`src/rtl/load_store_unit_if.sv`:
```
`default_nettype none
// ============================================================================
// Module      : load_store_unit_if
// Description : Request/response and memory word-port bundle of the LSU.
// Revision    : 1.0 - initial release
// ============================================================================
interface load_store_unit_if;
  // execute-stage request / response
  logic        req_valid;
  logic        req_ready;
  logic        req_write;
  logic [1:0]  req_size;
  logic        req_signed;
  logic [31:0] req_addr;
  logic [31:0] req_wdata;
  logic        resp_valid;
  logic [31:0] resp_rdata;
  logic        resp_fault;
  // rw_memory word port
  logic        mem_enable;
  logic        mem_write_enable;
  logic [31:0] mem_address;
  logic [31:0] mem_data_out;
  logic [31:0] mem_data_in;

  // Environment side: issues requests and answers as the memory.
  modport master (
    output req_valid, req_write, req_size, req_signed, req_addr, req_wdata,
    output mem_data_in,
    input  req_ready, resp_valid, resp_rdata, resp_fault,
    input  mem_enable, mem_write_enable, mem_address, mem_data_out
  );

  // The load/store unit itself.
  modport slave (
    input  req_valid, req_write, req_size, req_signed, req_addr, req_wdata,
    input  mem_data_in,
    output req_ready, resp_valid, resp_rdata, resp_fault,
    output mem_enable, mem_write_enable, mem_address, mem_data_out
  );
endinterface
`default_nettype wire

```
`src/rtl/load_store_unit.sv`:
```
`default_nettype none
// ============================================================================
// Module      : load_store_unit
// Description : Byte/halfword/word load-store sequencer onto a word-wide
//               memory port, with read-modify-write sub-word stores.
// Revision    : 1.0 - initial release
// ============================================================================
module load_store_unit #(
  parameter int MEM_SIZE = 64000
) (
  input  wire logic         mclk,
  input  wire logic         nreset,
  load_store_unit_if.slave  bus
);

  localparam logic [2:0]  S_IDLE = 3'd0;
  localparam logic [2:0]  S_RD   = 3'd1;
  localparam logic [2:0]  S_CAP  = 3'd2;
  localparam logic [2:0]  S_WR   = 3'd3;
  localparam logic [2:0]  S_RESP = 3'd4;

  localparam logic [1:0]  c_size_byte = 2'b00;
  localparam logic [1:0]  c_size_half = 2'b01;
  localparam logic [1:0]  c_size_word = 2'b10;
  localparam logic [1:0]  c_size_rsvd = 2'b11;

  localparam logic [31:0] c_last_word = 32'(MEM_SIZE - 4);

  logic [2:0]  r_state;
  logic [2:0]  w_next;

  logic        r_write;
  logic        r_signed;
  logic [1:0]  r_size;
  logic [31:0] r_addr;
  logic [31:0] r_wdata;
  logic [31:0] r_merge;
  logic [31:0] r_rdata;
  logic        r_fault;

  logic        w_accept;
  logic        w_fault_req;
  logic [31:0] w_aligned;
  logic [5:0]  w_shamt;
  logic [7:0]  w_byte;
  logic [15:0] w_half;
  logic [31:0] w_rot;
  logic [31:0] w_load_val;
  logic [31:0] w_merged;

  assign w_accept  = bus.req_valid && (r_state == S_IDLE);
  assign w_aligned = {r_addr[31:2], 2'b00};

  // Request faults are decided from the live request so no access ever starts.
  assign w_fault_req = (bus.req_size == c_size_rsvd)
                    || ((bus.req_size == c_size_half) && bus.req_addr[0])
                    || ({bus.req_addr[31:2], 2'b00} > c_last_word);

  // ---------------------------------------------------------------- state reg
  always_ff @(posedge mclk or negedge nreset) begin
    if (!nreset) begin
      r_state <= S_IDLE;
    end else begin
      r_state <= w_next;
    end
  end

  // --------------------------------------------------------------- next state
  always_comb begin
    w_next = r_state;
    case (r_state)
      S_IDLE: begin
        if (w_accept) begin
          if (w_fault_req) begin
            w_next = S_RESP;
          end else if (bus.req_write && (bus.req_size == c_size_word)) begin
            w_next = S_WR;
          end else begin
            w_next = S_RD;
          end
        end
      end
      S_RD:    w_next = S_CAP;
      S_CAP:   w_next = r_write ? S_WR : S_RESP;
      S_WR:    w_next = S_RESP;
      S_RESP:  w_next = S_IDLE;
      default: w_next = S_IDLE;
    endcase
  end

  // ------------------------------------------------------------------ outputs
  always_comb begin
    bus.req_ready        = 1'b0;
    bus.resp_valid       = 1'b0;
    bus.mem_enable       = 1'b0;
    bus.mem_write_enable = 1'b0;
    bus.mem_address      = 32'd0;
    bus.mem_data_out     = 32'd0;
    case (r_state)
      S_IDLE: bus.req_ready = 1'b1;
      S_RD: begin
        bus.mem_enable  = 1'b1;
        bus.mem_address = w_aligned;
      end
      S_WR: begin
        bus.mem_enable       = 1'b1;
        bus.mem_write_enable = 1'b1;
        bus.mem_address      = w_aligned;
        bus.mem_data_out     = (r_size == c_size_word) ? r_wdata : r_merge;
      end
      S_RESP: bus.resp_valid = 1'b1;
      default: ;
    endcase
  end

  assign bus.resp_rdata = r_rdata;
  assign bus.resp_fault = r_fault;

  // ------------------------------------------------------- load extraction
  assign w_shamt = {1'b0, r_addr[1:0], 3'b000};
  assign w_byte  = bus.mem_data_in[{r_addr[1:0], 3'b000} +: 8];
  assign w_half  = r_addr[1] ? bus.mem_data_in[31:16] : bus.mem_data_in[15:0];
  // Unaligned word loads rotate the containing word (ARM7 behaviour).
  assign w_rot   = (bus.mem_data_in >> w_shamt)
                 | (bus.mem_data_in << (6'd32 - w_shamt));

  always_comb begin
    w_load_val = w_rot;
    case (r_size)
      c_size_byte: w_load_val = {{24{r_signed & w_byte[7]}}, w_byte};
      c_size_half: w_load_val = {{16{r_signed & w_half[15]}}, w_half};
      default:     w_load_val = w_rot;
    endcase
  end

  // ----------------------------------------------------- store merge buffer
  always_comb begin
    w_merged = bus.mem_data_in;
    case (r_size)
      c_size_byte: w_merged[{r_addr[1:0], 3'b000} +: 8] = r_wdata[7:0];
      c_size_half: w_merged[{r_addr[1], 4'b0000} +: 16] = r_wdata[15:0];
      default:     w_merged = bus.mem_data_in;
    endcase
  end

  // ----------------------------------------------------------------- datapath
  // Response registers only change on the edge entering RESP, so they hold
  // their value until the next response.
  always_ff @(posedge mclk or negedge nreset) begin
    if (!nreset) begin
      r_write  <= 1'b0;
      r_signed <= 1'b0;
      r_size   <= 2'b00;
      r_addr   <= 32'd0;
      r_wdata  <= 32'd0;
      r_merge  <= 32'd0;
      r_rdata  <= 32'd0;
      r_fault  <= 1'b0;
    end else begin
      if (w_accept) begin
        r_write  <= bus.req_write;
        r_signed <= bus.req_signed;
        r_size   <= bus.req_size;
        r_addr   <= bus.req_addr;
        r_wdata  <= bus.req_wdata;
        if (w_fault_req) begin
          r_rdata <= 32'd0;
          r_fault <= 1'b1;
        end
      end
      if (r_state == S_CAP) begin
        r_merge <= w_merged;
        if (!r_write) begin
          r_rdata <= w_load_val;
          r_fault <= 1'b0;
        end
      end
      if (r_state == S_WR) begin
        r_rdata <= 32'd0;
        r_fault <= 1'b0;
      end
    end
  end

endmodule
`default_nettype wire

```
`src/flat_wrapper.sv`:
```
// flat-port wrapper written by rule: the top's interface ports become plain ports
module load_store_unit_flat 
#(
  parameter int MEM_SIZE = 64000
)
  (mclk, nreset, bus_req_valid, bus_req_write, bus_req_size, bus_req_signed, bus_req_addr, bus_req_wdata, bus_mem_data_in, bus_req_ready, bus_resp_valid, bus_resp_rdata, bus_resp_fault, bus_mem_enable, bus_mem_write_enable, bus_mem_address, bus_mem_data_out);
  load_store_unit_if bus_i ();
  input  wire logic mclk;
  input  wire logic nreset;
  input wire logic [$bits(bus_i.req_valid)-1:0] bus_req_valid;
  input wire logic [$bits(bus_i.req_write)-1:0] bus_req_write;
  input wire logic [$bits(bus_i.req_size)-1:0] bus_req_size;
  input wire logic [$bits(bus_i.req_signed)-1:0] bus_req_signed;
  input wire logic [$bits(bus_i.req_addr)-1:0] bus_req_addr;
  input wire logic [$bits(bus_i.req_wdata)-1:0] bus_req_wdata;
  input wire logic [$bits(bus_i.mem_data_in)-1:0] bus_mem_data_in;
  output wire logic [$bits(bus_i.req_ready)-1:0] bus_req_ready;
  output wire logic [$bits(bus_i.resp_valid)-1:0] bus_resp_valid;
  output wire logic [$bits(bus_i.resp_rdata)-1:0] bus_resp_rdata;
  output wire logic [$bits(bus_i.resp_fault)-1:0] bus_resp_fault;
  output wire logic [$bits(bus_i.mem_enable)-1:0] bus_mem_enable;
  output wire logic [$bits(bus_i.mem_write_enable)-1:0] bus_mem_write_enable;
  output wire logic [$bits(bus_i.mem_address)-1:0] bus_mem_address;
  output wire logic [$bits(bus_i.mem_data_out)-1:0] bus_mem_data_out;
  assign bus_i.req_valid = bus_req_valid;
  assign bus_i.req_write = bus_req_write;
  assign bus_i.req_size = bus_req_size;
  assign bus_i.req_signed = bus_req_signed;
  assign bus_i.req_addr = bus_req_addr;
  assign bus_i.req_wdata = bus_req_wdata;
  assign bus_i.mem_data_in = bus_mem_data_in;
  assign bus_req_ready = bus_i.req_ready;
  assign bus_resp_valid = bus_i.resp_valid;
  assign bus_resp_rdata = bus_i.resp_rdata;
  assign bus_resp_fault = bus_i.resp_fault;
  assign bus_mem_enable = bus_i.mem_enable;
  assign bus_mem_write_enable = bus_i.mem_write_enable;
  assign bus_mem_address = bus_i.mem_address;
  assign bus_mem_data_out = bus_i.mem_data_out;
  load_store_unit #(.MEM_SIZE(MEM_SIZE)) u_core (.mclk(mclk), .nreset(nreset), .bus(bus_i));
endmodule
```
`config.mk`:
```
export PLATFORM = sky130hd
export DESIGN_NAME = load_store_unit_flat
export DESIGN_NICKNAME = d
export VERILOG_FILES = /design/src/rtl/load_store_unit_if.sv /design/src/rtl/load_store_unit.sv /design/src/flat_wrapper.sv
export SDC_FILE = /design/constraint.sdc
export NUM_CORES = 1
export LEC_CHECK = 0
export BUFFER_PORTS_ARGS = -buffer_cell sky130_fd_sc_hd__buf_2
export CAP_MARGIN = 25
export CORE_MARGIN = 2
export CORE_UTILIZATION = 40
export CTS_CLUSTER_DIAMETER = 50
export DETAILED_ROUTE_END_ITERATION = 12
export SLEW_MARGIN = 0
export SYNTH_ARGS = -nofsm -noshare
export SYNTH_HDL_FRONTEND = slang
export SYNTH_SLANG_ARGS = --single-unit
```
`constraint.sdc`:
```
create_clock -name mclk -period 5.5 [get_ports mclk]
set_input_delay 0.275 -clock mclk [delete_from_list [all_inputs] [get_ports mclk]]
set_output_delay 0.275 -clock mclk [all_outputs]
set_load 0.02 [all_outputs]
```
Word-level counts from Yosys, hierarchy flattened:

Cells that the tools add are included.

* $add $sub $neg: 3
* $lt $le $gt $ge: 1
* equality and inequality tests: 10
* shift-type cells: 7
* muxes and demuxes: 27
* bitwise gates (word level): 3
* reduce and logical (&&, ||, !) cells: 8

Operators with widths (count)
* 2-to-1 mux 32 bit: 8
* one-hot mux 32 bit (2 select lines): 2
* bitwise mux 32 bit: 2
* > comparator 32 x 16 -> 1 bit, second input constant: 1
* OR 32 bit: 1
* variable shift 16 x 7 -> 32 bit, first input constant: 1
* variable shift 8 x 7 -> 32 bit, first input constant: 1
* indexed part select 16 x 7 -> 32 bit: 1
* indexed part select 32 x 6 -> 8 bit: 1
* indexed part select 8 x 7 -> 32 bit: 1
* << shifter 32 x 6 -> 32 bit: 1
* right shift 32 x 5 -> 32 bit: 1
* 2-to-1 mux 16 bit: 1
* negation 5 -> 7 bit: 2
* one-hot mux 3 bit (4 select lines): 1
* 2-to-1 mux 1 bit: 9
* 2-to-1 mux 3 bit: 3
* equality test 2 bit, second input constant: 3
* equality test 3 x 2 -> 1 bit, second input constant: 2
* subtractor 6 x 5 -> 6 bit, first input constant: 1
* equality test 2 x 1 -> 1 bit, second input constant: 2
* equality test 3 x 1 -> 1 bit, second input constant: 1
* equality test 3 bit, second input constant: 1
* logical AND 1 bit: 3
* 7 further kinds: 9

* register bits after elaboration: 136
* word-level logic and storage cells: 68

Depth between registers and ports, before layout:

* word-level depth: 9
* depth in mapped cells: 10
* gate-level depth less buffers: 6

Worst setup path before layout:

OpenSTA, ideal clock, no wires.

* path kind: reg2reg
* from: register u_core.r_addr[0]
* to: register u_core.r_rdata[23], in the netlist u_core.bus.resp_rdata[23]
* data arrival time: 2500 ps
* required time: 5378 ps
* slack: 2879 ps
* cell stages (with the launch flop): 10
* path buffers: 3
* path through: dfrtp_1 -> buf_2 -> inv_1 -> clkbuf_1 -> ha_1 -> clkbuf_1 -> mux2_2 -> a22oi_1 -> o221ai_1 -> a32o_1

* word-level cells in the longest chain between the ends: 7
* elaborated cells between the ends (all ways): 10
* those cells by class: 1 x add/sub; 3 x shift; 4 x mux; 2 x bitwise

RTL lines
* start, declared: RTL line load_store_unit.sv:35 `logic [31:0] r_addr;`
* start signal, assigned: RTL line load_store_unit.sv:164 `r_addr <= bus.req_addr;`
* subtractor 6 x 5 -> 6 bit: RTL line load_store_unit.sv:125 `| (bus.mem_data_in << (6'd32 - w_shamt));`
* << shifter 32 x 6 -> 32 bit: RTL line load_store_unit.sv:125
* OR 32 bit: RTL line load_store_unit.sv:125
* one-hot mux 32 bit (2 select lines) (*): RTL line load_store_unit.sv:129 `case (r_size)`
* 2-to-1 mux 32 bit (*): RTL line load_store_unit.sv:173 `if (!r_write) begin`
* 2-to-1 mux 32 bit (*): RTL line load_store_unit.sv:171 `if (r_state == S_CAP) begin`
* 2-to-1 mux 32 bit (*): RTL line load_store_unit.sv:178 `if (r_state == S_WR) begin`
* end signal, assigned: RTL line load_store_unit.sv:174 `r_rdata <= w_load_val;`
* end, declared: RTL line load_store_unit.sv:38 `logic [31:0] r_rdata;`

Mark *: on every way between the ends. The rest lies on a longest branch, timed or not.
A chain may end at the register's enable or synchronous reset.

Worst setup path after layout:

* from: register u_core.r_size[1]
* to: output port bus_mem_data_out[31]

* word-level cells in the longest chain between the ends: 3

RTL lines
* start, declared: RTL line load_store_unit.sv:34 `logic [1:0] r_size;`
* start signal, assigned: RTL line load_store_unit.sv:163 `r_size <= bus.req_size;`
* equality test 2 bit: RTL line load_store_unit.sv:109 `bus.mem_data_out = (r_size == c_size_word) ? r_wdata : r_merge;`
* 2-to-1 mux 32 bit: RTL line load_store_unit.sv:109
* 2-to-1 mux 32 bit: RTL line load_store_unit.sv:99 `case (r_state)`
* end, declared: RTL line flat_wrapper.sv:24 `output wire logic [$bits(bus_i.mem_data_out)-1:0] bus_mem_data_out;`

Every way passes these cells.

==> flow_metrics.env <==
export IMPL_grt_pass1_wl_um=42500
export IMPL_clk_latency_ns=0.43
export IMPL_crit_fanout=25
export IMPL_port_buffers=201
export IMPL_hp_class="in -> reg"
export IMPL_cts_buffers_inserted=17
export IMPL_die_w_um=148
export IMPL_fmax_mhz=326
export IMPL_layout_drive_gt1_share_pct=33.3
export IMPL_fin_crit_ns=3.06
export IMPL_synth_top_area_share_pct=41.1
export IMPL_cp_required_ns=5.22
export IMPL_cts_tree="yes"
export IMPL_routed_wl_um=27300
export IMPL_grt_max_degree=87
export IMPL_hold_viol=0
export IMPL_ys_async_sr_fraction_pct=100
export IMPL_vias_per_cell=5.82
export IMPL_ios=204
export IMPL_r2r_setup_slack_ns=2.79
export IMPL_place_area_um2=9410
export IMPL_final_cell_mix="buf_2 (201), dfrtp_1 (134), nand2_1 (114), mux2_2 (79), a21oi_1 (67)"
export IMPL_syn_area_um2=8290
export IMPL_finalNetCount=1133
export IMPL_row_count=52
export IMPL_ys_flop_type="dfrtp_1"
export IMPL_p_leak_nw=4.69
export IMPL_start_util_pct=40.8
export IMPL_cts_setup_buffers=0
export IMPL_area_growth_pct=22.1
export IMPL_utilization_pct=49.8
export IMPL_cpMaxStageDelayCell="dfrtp_1"
export IMPL_cp_end_kind="primary output"
export IMPL_synth_cells=880
export IMPL_htree_levels=4
export IMPL_synth_area_top_cells="dfrtp_1 (41%), mux2_2 (11%), nand2_1 (5.2%)"
export IMPL_slowest_delay_ns=0.91
export IMPL_worst_pin_slew_ns=1.05
export IMPL_chipHeight_um=148
export IMPL_cts_resized=0
export IMPL_synth_edf_count=0
export IMPL_crit_type="reg -> out"
export IMPL_grt_pass1_vias=7382
export IMPL_core_um2=20300
export IMPL_power_density_nw_per_um2=319
export IMPL_drc=0
export IMPL_setup_tns_ns=0
export IMPL_max_slew_margin_pct=30.0
export IMPL_cts_buffer_depth=2
export IMPL_drtPass1Iterations=6
export IMPL_path_cells="nor2b_2, buf_4, nand2_1, a21oi_1, buf_2"
export IMPL_power_mw=3.23
export IMPL_clk_pin_slew_worst_paths_ns=0.06
export IMPL_final_cell_area_um2=10100
export IMPL_synth_distinct_cells=53
export IMPL_grt_use_total_pct=25.0
export IMPL_cts_sinks=136
export IMPL_antenna_found_initial=5
export IMPL_yosys_warnings=0
export IMPL_syn_area_per_cell_um2=9.42
export IMPL_drt_initial_drc_count=728
export IMPL_peakVddDrop_mv=0.256
export IMPL_status="finished clean"
export IMPL_synth_seq_area_share_pct=41.1
export IMPL_layout_commonest_cell="buf_2"
export IMPL_period_share_pct=55.7
export IMPL_finalSetupViolations=0
export IMPL_maxCapViolations=0
export IMPL_grt_ovfl_total=0
export IMPL_ant_nets=0
export IMPL_dp_worst_setup_slack_ns=2.87
export IMPL_critPathTopFamily="flip-flops"
export IMPL_vias=7625
export IMPL_place_gp_congestion=0.883
export IMPL_rsz0062_at_grt="no"
export IMPL_critPathBufInv=2
export IMPL_slew_viol_final=0
export IMPL_routedWlPerCell_um=20.8
export IMPL_hpwl_um=18800
export IMPL_worst_slack_ns=2.44
export IMPL_synth_area_leader_cell="dfrtp_1"
export IMPL_start_kind="register"
export IMPL_clock_skew_final_ns=0.0137
export IMPL_cts_hold_buffers=1
export IMPL_cts_root_buffer="clkbuf_16"
export IMPL_die_area_um2=21900
export IMPL_synth_seq_cells=136
export IMPL_arrival_ns=2.79
==> metal layers <==
layer,vias to the layer above,share of wire [%],global-route usage (%)
met5,-,0.15,0
met4,6,2.9,10.7
met3,50,8.9,6.73
met2,368,44,37.3
met1,3644,44,34.4
li1,3557,-,-
==> worst reg2reg max path, delay by kind of cell, from the launching register on <==
kind,cells,cell delay [ns]
adders and majority gates,1,0.52
buffers and inverters,2,0.60
and+or+nand+nor,2,0.75
AOI/OAI and AO/OA,2,0.36
DFF,1,0.40
==> synth_stat cells, drive strengths merged (2+ instances only) <==
master and instances:
a211oi 4, a21boi 6, a21o 2, a21oi 68, a221oi 5, a222oi 16
a22o 48, a22oi 23, a31o 2, a31oi 16, a32o 16, and2 32
and3 3, buf 21, clkbuf 76, dfrtp 136, ha 5, inv 17
mux2 79, mux2i 29, nand2 114, nand2b 8, nand3 2, nand4 2
nor2 42, nor2b 10, nor3 3, nor3b 2, nor4 2, nor4bb 3
o21a 6, o21ai 23, o221ai 25, o22a 2, o22ai 14, o31ai 6
or4 2
==> per-stage QoR <==
stage | instances | hold slack (ns)
6_report | 1310 | 0.0679
5_1_grt | 1310 | 0.0602
4_1_cts | 1307 | 0.0619
3_5_place_dp | 1274 | 0.395
3_3_place_gp | 1270 | 0.397
2_1_floorplan | 881 | -0.0206
==> where the power goes <==
group	leakage, nW	internal, mW	total, mW	switching [mW]
Clock	0.328	0.862	1.36	0.496
Sequential	1.57	1.07	1.16	0.0839
Combinational	2.79	0.297	0.710	0.413
==> flip-flops by register name, summed over array words and instances, names as in the netlist, 2 cells and up <==
register and count:
u_core.r_merge 32, u_core.r_wdata 32, u_core.bus.resp_rdata 32, u_core.r_addr 32
u_core.r_size 2, u_core.r_state 3
==> final timing paths <==
| check | start | end | cells after the start |
|---|---|---|---|
| max reg2reg | u_core.r_addr[0] | u_core.r_merge[7] | 7 |
| max in group asynchronous | nreset | u_core.bus.resp_rdata[29] | 3 |
| max | u_core.r_size[1] | bus_mem_data_out[31] | 5 |
| min | bus_req_addr[7] | u_core.r_addr[7] | 2 |
| min in group asynchronous | nreset | u_core.r_wdata[30] | 2 |
| min reg2reg | u_core.bus.resp_fault | u_core.bus.resp_fault | 1 |
==> area by class of cell <==
cell class	instances	area, µm²
diodes	2	5.00
clock buffers	17	425
clock inverters	15	259
fillers	1955	10200
inverters	17	63.8
multi-input cells	631	4440
flip-flops and latches	136	3410
well taps	270	338
repair buffers	222	1180
==> cell families (layout without fill, tap and decap cells) <==
kind of cell    count (synthesis)  in the layout  synth area share [%]
buf+inv                       114            271                  5.63
flops                         136            136                  41.1
other cells                     1              4                0.0452
compound gates                285            285                  25.0
mux                           109            109                  14.5
simple gates                  230            230                  13.0
fa+ha+maj                       5              5                 0.755
(Power assumes the default switching activity.)
